### config.mk
export PLATFORM = sky130hd
export DESIGN_NAME = mem_access_ctrl
export DESIGN_NICKNAME = d
export VERILOG_FILES = /design/src/rtl/mem_access_ctrl_pkg.sv /design/src/rtl/mem_load_ext.sv /design/src/rtl/mem_access_ctrl.sv
export SDC_FILE = /design/constraint.sdc
export NUM_CORES = 1
export LEC_CHECK = 0
export CAP_MARGIN = 25
export CORE_MARGIN = 3
export CORE_UTILIZATION = 37
export CTS_BUF_LIST = sky130_fd_sc_hd__clkbuf_8
export CTS_CLUSTER_SIZE = 8
export DETAILED_ROUTE_END_ITERATION = 7
export GPL_TIMING_DRIVEN = 0
export PLACE_DENSITY = 0.7
export SLEW_MARGIN = 10
export SYNTH_ARGS = -nofsm -noshare
export SYNTH_HDL_FRONTEND = slang
export SYNTH_SLANG_ARGS = --single-unit
### constraint.sdc
create_clock -name clk -period 4.7 [get_ports clk]
set_input_delay 1.175 -clock clk [delete_from_list [all_inputs] [get_ports clk]]
set_output_delay 1.175 -clock clk [all_outputs]
set_load 0.01 [all_outputs]
### src/rtl/mem_access_ctrl_pkg.sv
// Shared memory-op encodings, exception codes and defaults for the memory-stage access controller.
package mem_access_ctrl_pkg;

   typedef enum logic [3:0] {
      MEMOP_NONE = 4'd0,
      MEMOP_LW   = 4'd1,
      MEMOP_LH   = 4'd2,
      MEMOP_LHU  = 4'd3,
      MEMOP_LB   = 4'd4,
      MEMOP_LBU  = 4'd5,
      MEMOP_SW   = 4'd6,
      MEMOP_SH   = 4'd7,
      MEMOP_SB   = 4'd8
   } memop_t;

   typedef enum logic [1:0] {
      ST_IDLE   = 2'd0,
      ST_ACCESS = 2'd1,
      ST_RESP   = 2'd2
   } state_t;

   localparam int unsigned DM_ADDR_WIDTH_DEF = 14;
   localparam logic [31:0] DM_BASE_DEF       = 32'h0;

   localparam logic [4:0] EXC_ADEL = 5'd4;
   localparam logic [4:0] EXC_ADES = 5'd5;

   function automatic logic is_load(input memop_t op);
      return (op == MEMOP_LW) || (op == MEMOP_LH) || (op == MEMOP_LHU) ||
             (op == MEMOP_LB) || (op == MEMOP_LBU);
   endfunction

   function automatic logic is_store(input memop_t op);
      return (op == MEMOP_SW) || (op == MEMOP_SH) || (op == MEMOP_SB);
   endfunction

endpackage

### src/rtl/mem_load_ext.sv
// Load data extraction: selects the byte/half addressed by the byte offset and sign/zero-extends it.
module mem_load_ext
   import mem_access_ctrl_pkg::*;
(
   input  memop_t      op,
   input  logic [1:0]  offset,
   input  logic [31:0] word,
   output logic [31:0] data
);

   logic [15:0] half;
   logic [7:0]  lane;

   always_comb begin
      half = offset[1] ? word[31:16] : word[15:0];
      lane = word[8*offset +: 8];
      case (op)
         MEMOP_LH:  data = {{16{half[15]}}, half};
         MEMOP_LHU: data = {16'h0, half};
         MEMOP_LB:  data = {{24{lane[7]}}, lane};
         MEMOP_LBU: data = {24'h0, lane};
         default:   data = word;
      endcase
   end

endmodule

### src/rtl/mem_access_ctrl.sv
// Memory-stage access controller: issues one DM access per load/store, stalls until DM ready,
// returns extended load data and flags misaligned or out-of-range addresses.
module mem_access_ctrl
   import mem_access_ctrl_pkg::*;
#(
   parameter int unsigned DM_ADDR_WIDTH = DM_ADDR_WIDTH_DEF,
   parameter logic [31:0] DM_BASE       = DM_BASE_DEF
) (
   input  logic        clk,
   input  logic        reset,
   input  logic        req_valid,
   input  logic [3:0]  req_op,
   input  logic [31:0] req_addr,
   input  logic [31:0] req_wdata,
   input  logic [31:0] req_pc,
   input  logic        flush,
   output logic        stall,
   output logic [31:0] rdata,
   output logic        rdata_valid,
   output logic        exc,
   output logic [4:0]  exc_code,
   output logic        dm_ce,
   output logic        dm_we,
   output logic        dm_re,
   output logic [3:0]  dm_be,
   output logic [31:0] dm_addr,
   output logic [31:0] dm_din,
   output logic [31:0] dm_pc,
   input  logic [31:0] dm_dout,
   input  logic        dm_ready
);

   state_t      state;
   memop_t      op_in, op_q;
   logic [31:0] addr_q, pc_q, din_q, rdata_q, din_in, ext_data;
   logic [3:0]  be_in, be_q;
   logic        ld_in, st_in, misaligned, out_of_range, bad, start;

   assign op_in = memop_t'(req_op);

   always_comb begin
      ld_in        = is_load(op_in);
      st_in        = is_store(op_in);
      misaligned   = 1'b0;
      case (op_in)
         MEMOP_LW, MEMOP_SW:            misaligned = (req_addr[1:0] != 2'b00);
         MEMOP_LH, MEMOP_LHU, MEMOP_SH: misaligned = req_addr[0];
         default:                       misaligned = 1'b0;
      endcase
      out_of_range = (req_addr >> DM_ADDR_WIDTH) != (DM_BASE >> DM_ADDR_WIDTH);
      bad          = req_valid & (ld_in | st_in) & (misaligned | out_of_range);
      start        = req_valid & (ld_in | st_in) & ~bad & ~flush;
   end

   // Store lanes are computed from the raw request so the DM sees them from the first ACCESS cycle.
   always_comb begin
      be_in  = 4'b1111;
      din_in = req_wdata;
      case (op_in)
         MEMOP_SH: begin
            be_in  = req_addr[1] ? 4'b1100 : 4'b0011;
            din_in = {2{req_wdata[15:0]}};
         end
         MEMOP_SB: begin
            be_in  = 4'b0001 << req_addr[1:0];
            din_in = {4{req_wdata[7:0]}};
         end
         default: ;
      endcase
   end

   mem_load_ext u_load_ext (
      .op     (op_q),
      .offset (addr_q[1:0]),
      .word   (dm_dout),
      .data   (ext_data)
   );

   always_ff @(posedge clk) begin
      if (reset) begin
         state   <= ST_IDLE;
         op_q    <= MEMOP_NONE;
         addr_q  <= '0;
         pc_q    <= '0;
         din_q   <= '0;
         be_q    <= '0;
         rdata_q <= '0;
      end else begin
         case (state)
            ST_IDLE: begin
               if (start) begin
                  op_q   <= op_in;
                  addr_q <= req_addr;
                  pc_q   <= req_pc;
                  din_q  <= din_in;
                  be_q   <= be_in;
                  state  <= ST_ACCESS;
               end
            end
            ST_ACCESS: begin
               if (flush) begin
                  state <= ST_IDLE;
               end else if (dm_ready) begin
                  rdata_q <= ext_data;
                  state   <= ST_RESP;
               end
            end
            ST_RESP: state <= ST_IDLE;
            default: state <= ST_IDLE;
         endcase
      end
   end

   // Reset is synchronous, so ce is also gated by reset to keep a mid-access reset from committing a write.
   assign dm_ce       = (state == ST_ACCESS) & ~flush & ~reset;
   assign dm_re       = (state == ST_ACCESS) & is_load(op_q);
   assign dm_we       = (state == ST_ACCESS) & is_store(op_q);
   assign dm_be       = be_q;
   assign dm_din      = din_q;
   assign dm_addr     = addr_q;
   assign dm_pc       = pc_q;
   assign rdata       = rdata_q;
   assign rdata_valid = (state == ST_RESP) & is_load(op_q) & ~flush;
   assign stall       = req_valid & ((state == ST_IDLE) ? start : (state == ST_ACCESS));
   assign exc         = (state == ST_IDLE) & bad;
   assign exc_code    = exc ? (ld_in ? EXC_ADEL : EXC_ADES) : 5'd0;

endmodule
==> out/results.txt <==
Skew final = 0.00899 ns
Slowest CP cell = or4_1
Worst r2r src = state[1]$_SDFFE_PP0P_
Maximum VDD drop = 149 uV
Total CTS buffers = 17
Status = finished clean
Average vias per placed instance = 5.18
Timing endpoint of the critical path = exc_code[2]
#FFs+latches synth = 138
Iteration-0 DRC count of the detailed router = 451
WL per Instance = 17.9 um
Worst-path maximum fanout = 2
Initial antenna violation count = 1
Worst r2r dst = dm_din[0]$_SDFFE_PP0P_
Area growth, synth to finish = 49.6%
Post-synth ARST share = 0
Power Dens Cells = 235 nW/um^2
CTS H-Tree Depth = 4
Nets = 1189
Compound-Gate Fraction of Synth Area = 0.136
Worst Hold Class = flop to flop
Share of cells above drive strength 1 = 0.0855
Vias = 6697
First-pass GRT wire length = 35.6 mm
Max-cap violations = 0
Yosys cell types = 53
Post-synth EDFFs = 0
Largest net degree at the start of global routing = 17
Worst-path clk slew = 0.08 ns
Tmin final = 4.57 ns
CP startpoint kind = input pin
Post-Synth XOR/XNOR Area = 0.00253
Routed WL = 23.2 mm
Clock sinks = 138
Worst setup EP type = primary output
Most common cell after layout, fill and taps aside = clkdlybuf4s50_1
Clk_lat worst skew = 0.44 ns
CTS tree = built
Setup_tns = 0 ns
Die Ht = 143 um
CTS root buf = clkbuf_8
Leading area contributor after synthesis = dfxtp_1
Final Power = 2.44 mW
Grt total ovfl = 0
Number of post-CTS setup repair buffers = 0
Post-synthesis sequential area ratio = 0.399
Mux contribution to synthesized area = 0.155
F_max = 219 MHz
Starting density of the core = 0.382
Die X-Extent = 143 um
Commonest cells after routing, fill and taps aside = clkdlybuf4s50_1 (271), dfxtp_1 (138), nand2b_1 (121), mux2i_1 (68), a21oi_1 (47)
Leakage = 3.64 nW
Worst reg-to-reg path cell count = 6
Cell mode on critical path = clkdlybuf4s50_1
Syn Inst Count = 758
DRT antenna net count = 0
Main combinational cell family by area after synthesis = simple AND/OR/NAND/NOR gates
Core area = 18100 sq um
Footprint of the multi-input gates = 3840 sq um
Slew headroom = 0.284
Worst-margin pin slew = 1.06 ns
R2R Setup Slk = 2.19 ns
Final period util = 0.973
FP Rows = 49
IO Port Bufs = 273
Die area = 20400 sq um
Yosys warns = 0
Number of filler cells placed in the layout = 1643
Delay-heaviest family, CP = buffers and inverters
Storage cell area = 2760 sq um
CP Launch Point = req_addr[27]
Levels on crit path = 6
Post-synth top area share = 0.399
Post-Synth Adder-Cell Area = 0
Avg Inst Size Synth = 9.13 sq um
Main flop type after synthesis = dfxtp_1
Vias in the first global route = 6449
Drt drc = 0
CP peak stage delay = 0.64 ns
All-Layer GR Usage = 0.221
Gp weighted congestion = 0.892
Worst path required time = 3.52 ns
DRT Pass-1 Iters = 5
Dpl hpwl = 17.7 mm
Largest cells by area after synthesis = dfxtp_1 (40%), nand2b_1 (11%), mux2i_1 (9.8%)
Unrepaired setup endpoints after global routing = false
Diodes inserted = 0
# IOs = 280
Clk buf depth = 2
Synth Cell Area = 6920 sq um
Final setup violation count = 0
Crit-path cells = clkdlybuf4s50_1 > or4_1 > o31ai_2 > nor2_1 > buf_4 > clkdlybuf4s50_1
Critical path type = input pin to primary output
CP bufs+invs = 3
Final max-slew violation count = 0
Final Hold Viols = 0
Synth Area in Simple Gates = 0.258
Worst EP arrival = 3.40 ns
synthesized netlist by cell type (2+ instances only):
library cell	number
a211oi_1	30
a21o_1	4
a21oi_1	47
a2bb2oi_1	8
a31oi_1	9
and4b_1	7
buf_1	5
buf_2	12
buf_4	8
buf_6	2
clkbuf_1	43
dfxtp_1	138
inv_1	4
mux2_2	9
mux2_4	18
mux2i_1	68
nand2_1	29
nand2b_1	121
nand3_1	17
nand3b_1	3
nand4b_1	2
nor2_1	35
nor2b_1	37
nor3_1	9
nor3b_1	20
nor4_1	8
nor4b_1	2
o211ai_1	6
o21ai_0	17
o21bai_1	3
o22ai_1	7
o311ai_0	6
o31ai_1	2
or3b_2	2
or4_1	2
registers in the layout (all words and copies together), names as in the netlist:
signal / count
dm_addr: 32
dm_din: 32
dm_pc: 32
state: 2
op_q: 4
rdata: 32
dm_be: 4
layer usage:
| layer | part of all wire | vias up | GRT usage |
|---|---|---|---|
| li1 | - | 3249 | - |
| met1 | 0.44 | 3173 | 0.288 |
| met2 | 0.48 | 257 | 0.365 |
| met3 | 0.074 | 16 | 0.0703 |
| met4 | 0.0096 | 2 | 0.0415 |
| met5 | 0.00056 | - | 0 |
power breakdown:
| part | total, mW | internal, mW | switching (mW) |
|---|---|---|---|
| Sequential | 1.17 | 1.17 | 0.000000257 |
| Combinational | 0.263 | 0.152 | 0.111 |
| Clock | 1.01 | 0.504 | 0.504 |
| Total | 2.44 | 1.82 | 0.614 |
stage by stage:
stage	instance area [sq um]	std cells	worst slack [ns]	util	hold WS, ns
floorplan	6930	760	1.05	-	0.462
global placement	9950	1262	-0.174	0.548	0.457
detailed placement	9950	1262	-0.140	0.548	0.462
CTS	10400	1293	0.0372	0.571	0.478
global route	10400	1293	0.0138	0.571	0.489
finish	10400	1293	0.125	0.571	0.475
how the worst min path moves through the flow:
stage,from,to,slack [ns],cells after the start
2_1_floorplan,op_q[0]$_SDFFE_PP0P_,op_q[0]$_SDFFE_PP0P_,0.46,2
3_3_place_gp,dm_pc[29]$_SDFFE_PP0P_,dm_pc[29]$_SDFFE_PP0P_,0.46,2
3_5_place_dp,dm_din[3]$_SDFFE_PP0P_,dm_din[3]$_SDFFE_PP0P_,0.46,2
4_1_cts,dm_addr[21]$_SDFFE_PP0P_,dm_addr[21]$_SDFFE_PP0P_,0.48,1
5_1_grt,dm_addr[30]$_SDFFE_PP0P_,dm_addr[30]$_SDFFE_PP0P_,0.49,1
6_report,dm_addr[21]$_SDFFE_PP0P_,dm_addr[21]$_SDFFE_PP0P_,0.47,1
final cells by class:
cell class	instances	share of cell area
buffer	70	0.0314
clock buffer	19	0.0253
clock inverter	12	0.0134
inverter	4	0.00145
multi-input combinational	548	0.370
sequential	138	0.267
tap	229	0.0277
timing repair buffer	273	0.264
repair_timing:
item | in CTS | in global routing
pin swaps | 0 | 0
hold buffers | 0 | 0
endpoints found under the setup margin | 3 | 1
gates resized for setup | 4 | 2
cell families after synthesis:
| family | Yosys count |
|---|---|
| AOI/OAI and AO/OA | 145 |
| xor gates and xnor gates | 2 |
| buffers and inverters | 74 |
| DFF | 138 |
| muxes | 96 |
| other | 1 |
| and+or+nand+nor | 302 |
Note: power is estimated with default switching activity, not from simulation.
